### src/rtl/game_flow_ctrl.sv
// Breakout game sequencer: tracks lives, gates play, and picks the active screen.
// All state advances are qualified by frame boundaries or single-cycle physics events.
module game_flow_ctrl #(
  parameter int unsigned LIVES_INIT   = 3,
  parameter int unsigned SERVE_FRAMES = 60,
  parameter int unsigned HOLD_FRAMES  = 120,
  parameter int unsigned BLINK_FRAMES = 30
) (
  input  logic       clock,
  input  logic       reset,
  input  logic       frame_tick,
  input  logic       start_btn,
  input  logic       ball_lost,
  input  logic       bricks_cleared,
  output logic [2:0] state,
  output logic [1:0] lives,
  output logic       play_en,
  output logic       serve_req,
  output logic       new_game,
  output logic [1:0] screen_sel,
  output logic       text_on
);

  localparam int unsigned CNT_W   = 8;
  localparam int unsigned LIVES_W = 2;

  localparam logic [2:0] IDLE  = 3'd0;
  localparam logic [2:0] SERVE = 3'd1;
  localparam logic [2:0] PLAY  = 3'd2;
  localparam logic [2:0] LOSE  = 3'd3;
  localparam logic [2:0] OVER  = 3'd4;
  localparam logic [2:0] WIN   = 3'd5;

  localparam logic [1:0] SCR_FIELD = 2'd0;
  localparam logic [1:0] SCR_OVER  = 2'd1;
  localparam logic [1:0] SCR_WIN   = 2'd2;
  localparam logic [1:0] SCR_TITLE = 2'd3;

  localparam logic [LIVES_W-1:0] LIVES_LOAD = LIVES_W'(LIVES_INIT);
  localparam logic [CNT_W-1:0]   SERVE_LAST = CNT_W'(SERVE_FRAMES - 1);
  localparam logic [CNT_W-1:0]   HOLD_MAX   = CNT_W'(HOLD_FRAMES);
  localparam logic [CNT_W-1:0]   BLINK_LAST = CNT_W'(BLINK_FRAMES - 1);

  logic [CNT_W-1:0]   frame_cnt, frame_cnt_nxt;
  logic [CNT_W-1:0]   blink_cnt, blink_cnt_nxt;
  logic               start_prev;
  logic               start_press;
  logic [2:0]         state_nxt;
  logic [LIVES_W-1:0] lives_nxt;
  logic               play_en_nxt, serve_req_nxt, new_game_nxt, text_on_nxt;
  logic [1:0]         screen_sel_nxt;
  logic               text_state_nxt;

  assign start_press = start_btn & ~start_prev;

  // State and registered-output update
  always_ff @(posedge clock) begin
    if (reset) begin
      state      <= IDLE;
      lives      <= LIVES_LOAD;
      play_en    <= 1'b0;
      serve_req  <= 1'b0;
      new_game   <= 1'b0;
      screen_sel <= SCR_TITLE;
      text_on    <= 1'b1;
      frame_cnt  <= '0;
      blink_cnt  <= '0;
      start_prev <= 1'b0;
    end else begin
      state      <= state_nxt;
      lives      <= lives_nxt;
      play_en    <= play_en_nxt;
      serve_req  <= serve_req_nxt;
      new_game   <= new_game_nxt;
      screen_sel <= screen_sel_nxt;
      text_on    <= text_on_nxt;
      frame_cnt  <= frame_cnt_nxt;
      blink_cnt  <= blink_cnt_nxt;
      start_prev <= start_btn;
    end
  end

  // Next-state, counter and output decode
  always_comb begin
    state_nxt      = state;
    lives_nxt      = lives;
    frame_cnt_nxt  = frame_cnt;
    blink_cnt_nxt  = blink_cnt;
    serve_req_nxt  = 1'b0;
    new_game_nxt   = 1'b0;
    text_on_nxt    = 1'b1;
    screen_sel_nxt = SCR_FIELD;

    case (state)
      IDLE: begin
        if (start_press) begin
          state_nxt     = SERVE;
          lives_nxt     = LIVES_LOAD;
          new_game_nxt  = 1'b1;
          serve_req_nxt = 1'b1;
          frame_cnt_nxt = '0;
        end
      end
      SERVE: begin
        if (frame_tick) begin
          if (frame_cnt == SERVE_LAST) begin
            state_nxt     = PLAY;
            frame_cnt_nxt = '0;
          end else begin
            frame_cnt_nxt = frame_cnt + CNT_W'(1);
          end
        end
      end
      PLAY: begin
        // A clear on the same cycle as a lost ball still counts as a win
        if (bricks_cleared) begin
          state_nxt     = WIN;
          frame_cnt_nxt = '0;
        end else if (ball_lost) begin
          state_nxt = LOSE;
        end
      end
      LOSE: begin
        frame_cnt_nxt = '0;
        if (lives <= LIVES_W'(1)) begin
          lives_nxt = '0;
          state_nxt = OVER;
        end else begin
          lives_nxt     = lives - LIVES_W'(1);
          serve_req_nxt = 1'b1;
          state_nxt     = SERVE;
        end
      end
      OVER, WIN: begin
        if (frame_cnt >= HOLD_MAX) begin
          if (start_press) state_nxt = IDLE;
        end else if (frame_tick) begin
          frame_cnt_nxt = frame_cnt + CNT_W'(1);
        end
      end
      default: state_nxt = IDLE;
    endcase

    play_en_nxt    = (state_nxt == PLAY);
    text_state_nxt = (state_nxt == IDLE) || (state_nxt == OVER) || (state_nxt == WIN);

    case (state_nxt)
      IDLE:    screen_sel_nxt = SCR_TITLE;
      OVER:    screen_sel_nxt = SCR_OVER;
      WIN:     screen_sel_nxt = SCR_WIN;
      default: screen_sel_nxt = SCR_FIELD;
    endcase

    // Text blinks only while staying in a text screen; any entry restarts it lit
    if (!text_state_nxt || (state_nxt != state)) begin
      blink_cnt_nxt = '0;
      text_on_nxt   = 1'b1;
    end else begin
      text_on_nxt = text_on;
      if (frame_tick) begin
        if (blink_cnt == BLINK_LAST) begin
          blink_cnt_nxt = '0;
          text_on_nxt   = ~text_on;
        end else begin
          blink_cnt_nxt = blink_cnt + CNT_W'(1);
        end
      end
    end
  end

endmodule

### config.mk
export PLATFORM = sky130hd
export DESIGN_NAME = game_flow_ctrl
export DESIGN_NICKNAME = d
export VERILOG_FILES = /design/src/rtl/game_flow_ctrl.sv
export SDC_FILE = /design/constraint.sdc
export NUM_CORES = 1
export LEC_CHECK = 0
export ABC_CLOCK_PERIOD_IN_PS = 4300
export CORE_MARGIN = 10
export CORE_UTILIZATION = 45
export DETAILED_ROUTE_END_ITERATION = 12
export GPL_TIMING_DRIVEN = 0
export MAX_ROUTING_LAYER = met4
export PLACE_DENSITY_LB_ADDON = 0.2
export SYNTH_ARGS = -nofsm -noshare
export SYNTH_HDL_FRONTEND = slang
export SYNTH_SLANG_ARGS = --single-unit
### constraint.sdc
create_clock -name clock -period 4.3 [get_ports clock]
set_input_delay 0.86 -clock clock [delete_from_list [all_inputs] [get_ports clock]]
set_output_delay 0.86 -clock clock [all_outputs]
set_load 0.02 [all_outputs]
==> results.toml <==
[yosys]
synth-compound-area-share_pct = 16.4
ys_seq_elements = 28
synth_top_cell_by_area = "dfxtp_1"
synthFlopType = "dfxtp_1"
synth-warning-count = 0
synthAdderAreaFrac_pct = 3.64
synth-edff-count = 0
synth_top_family_by_area = "simple AND/OR/NAND/NOR gates"
synth_simple_gate_area_share_pct = 30.8
netlist_instances = 159
synthArstFlopShare_pct = 0
yosys.cell_count.top_type = "dfxtp_1"
yosys-top-cells-area = "dfxtp_1 41%, nand2_1 5.5%, xor2_1 4.5%, nor2_1 4.4%, ha_1 3.6%"
synth_mux_area_share_pct = 0.820
synthesis.area_um2 = 1370
ys_seq_area_share_pct = 40.8
avgSynthCellArea_um2 = 8.64
yosys.area_share.xor_xnor_pct = 5.10
netlist.area_leader.share_pct = 40.8
synthDistinctLibCells = 44
synth_commonest_cells = "28 x dfxtp_1, 20 x nand2_1, 16 x nor2_1"
syn_nets = 169

[sta]
finalMaxSlewViolations = 0
tns_ns = 0
worst_slew_pin_slew_ns = 0.554
fin_worst_hold_slack_ns = 0.518
post-route-min-period_ns = 2.42
grt_setup_unrepaired = "no"
relSlewSlack_pct = 63.0
clock.fmax_ghz = 0.413
fin_crit_sh_pct = 56.3
setup_viol = 0
finalHoldViolations = 0
finClkSkew_ns = 0.00617

[clock_tree]
clock_latency_ns = 0.33
post_cts_resized = 0
hold_buffers = 0
cts_sinks = 28
cts_tree = "done"
cts_buffer_depth = 2
cts_root_buf = "clkbuf_4"
postCtsSetupBuffers = 0
cts_max_level = 1
clk_pin_slew_ns = 0.15
cts_buffers = 3

[floorplan]
die_w_um = 75.3
num_rows = 19
core_um2 = 2830
die_y_um = 75.3
initial_core_util_pct = 48.6
io-pin-count = 17
die_area_um2 = 5660

[drt]
num_vias = 1194
routed_wl_um = 3030
drtIter0Drc = 77
dr.pass1.iters = 4
avgViaCountPerCell = 5.74
drc = 0
ant_nets = 0
wire_per_inst_um = 14.5

[finish]
fin_cells = 208
drive_gt1_share_pct = 6.78
n_antenna_cell = 0
nFillCells = 262
fin_nets = 188
fin_util_pct = 56.7
syn_to_final_growth_pct = 16.8

[setup_path]
crit_path_cell_trace = "clkdlybuf4s50_1"
critPathKind = "reg2out"
crit_buf_inv = 1
cp-start-kind = "flip-flop"
required_ns = 3.44
slowest_stage = "clkdlybuf4s50_1"
cp_max_fo = 9
path_delay_family = "buffers and inverters"
end_kind = "primary output"
cp.arrival_ns = 1.56
cp_slowest_stage_delay_ns = 0.68

[pwr]
p_leak_nw = 0.587
max-vdd-ir-drop_mv = 0.189
powerDensity_nw_per_um2 = 312

[hold_path]
min_path_type = "reg2reg"

[place]
dp_hpwl_um = 2240
gp_congestion = 0.834
io_buffers = 14
dp.cells = 204

[global_route]
grt_max_degree = 17
overflow = 0
grt_util_all_layers_pct = 11.4
grt_pass1_wl_um = 5050
grt_pass1_vias = 1137
antenna_found_initial = 0

[run]
cap_violations = 0

[outcome]
status = "finished clean"
-- placed cells by master, fill, tap and decap left out, drive strengths merged, types with 3 or more instances in the layout --
master and count:
a31oi 3, clkdlybuf4s50 14, inv 5, ha 4, nand3 11, nor2 16, nor3 3, dfxtp 28
clkbuf 7, a211oi 3, xor2 7, nand2 20, and3 5, nand2b 5, o21ai 6, a21oi 6
nand4 3
-- state kept, by name, summed over array words and instances (netlist names) --
name and cells:
blink_cnt 8, frame_cnt 8, lives 2, new_game 1, play_en 1, screen_sel 2, serve_req 1, start_prev 1
state 3, text_on 1
-- cells by family (layout without fill, tap and decap cells) --
family | count (synthesis) | in the layout
fa+ha+maj | 4 | 4
flops | 28 | 28
xor+xnor | 8 | 8
simple gates | 78 | 78
buf+inv | 9 | 27
compound gates | 31 | 31
mux | 1 | 1
-- stage by stage --
| stage | power [mW] | area, um2 | setup slack (ns) |
|---|---|---|---|
| 2_1_floorplan | 0.313 | 1370 | 2.15 |
| 3_3_place_gp | 0.332 | 1550 | 1.59 |
| 3_5_place_dp | 0.333 | 1550 | 1.58 |
| 4_1_cts | 0.505 | 1610 | 1.86 |
| 5_1_grt | 0.520 | 1610 | 1.78 |
| 6_report | 0.501 | 1610 | 1.88 |
-- tightest hold or removal path, cell delays in order, from the launching register on --
cell     delay [ns]
dfxtp_1        0.36
nand2_1        0.07
a21oi_1        0.06
-- cell type report --
cell class / count / area [um2] / share of cell area [%]
multi-input combinational: 122 / 779 / 48.6
sequential: 28 / 561 / 34.9
timing repair buffer: 14 / 140 / 8.73
tap: 31 / 38.8 / 2.42
clock inverter: 1 / 30.0 / 1.87
clock buffer: 3 / 22.5 / 1.40
inverter: 5 / 18.8 / 1.17
buffer: 4 / 15.0 / 0.935
-- report_power, final --
group | leakage (nW) | switching, mW | internal (mW)
Combinational | 0.332 | 0.0343 | 0.0229
Clock | 0.0279 | 0.0790 | 0.0943
Sequential | 0.227 | 0.00508 | 0.265
-- layer usage --
layer / up-vias / track usage [%] / part of all wire (%)
li1: 603 / - / -
met1: 564 / 14.3 / 50
met2: 23 / 18.6 / 46
met3: 4 / 1.84 / 3.3
met4: 0 / 3.09 / 0.93
met5: - / - / 0
-- path summary, 6_finish.rpt --
path	start	to	depth (start not counted)	slack, ns
setup / recovery	state[1]	state[1]	1	1.88
hold / removal	frame_cnt[0]	frame_cnt[0]	2	0.52
setup reg to reg	frame_cnt[0]	frame_cnt[6]	5	2.43
hold reg to reg	frame_cnt[0]	frame_cnt[0]	2	0.52
Power figures use the tool's default switching activity.
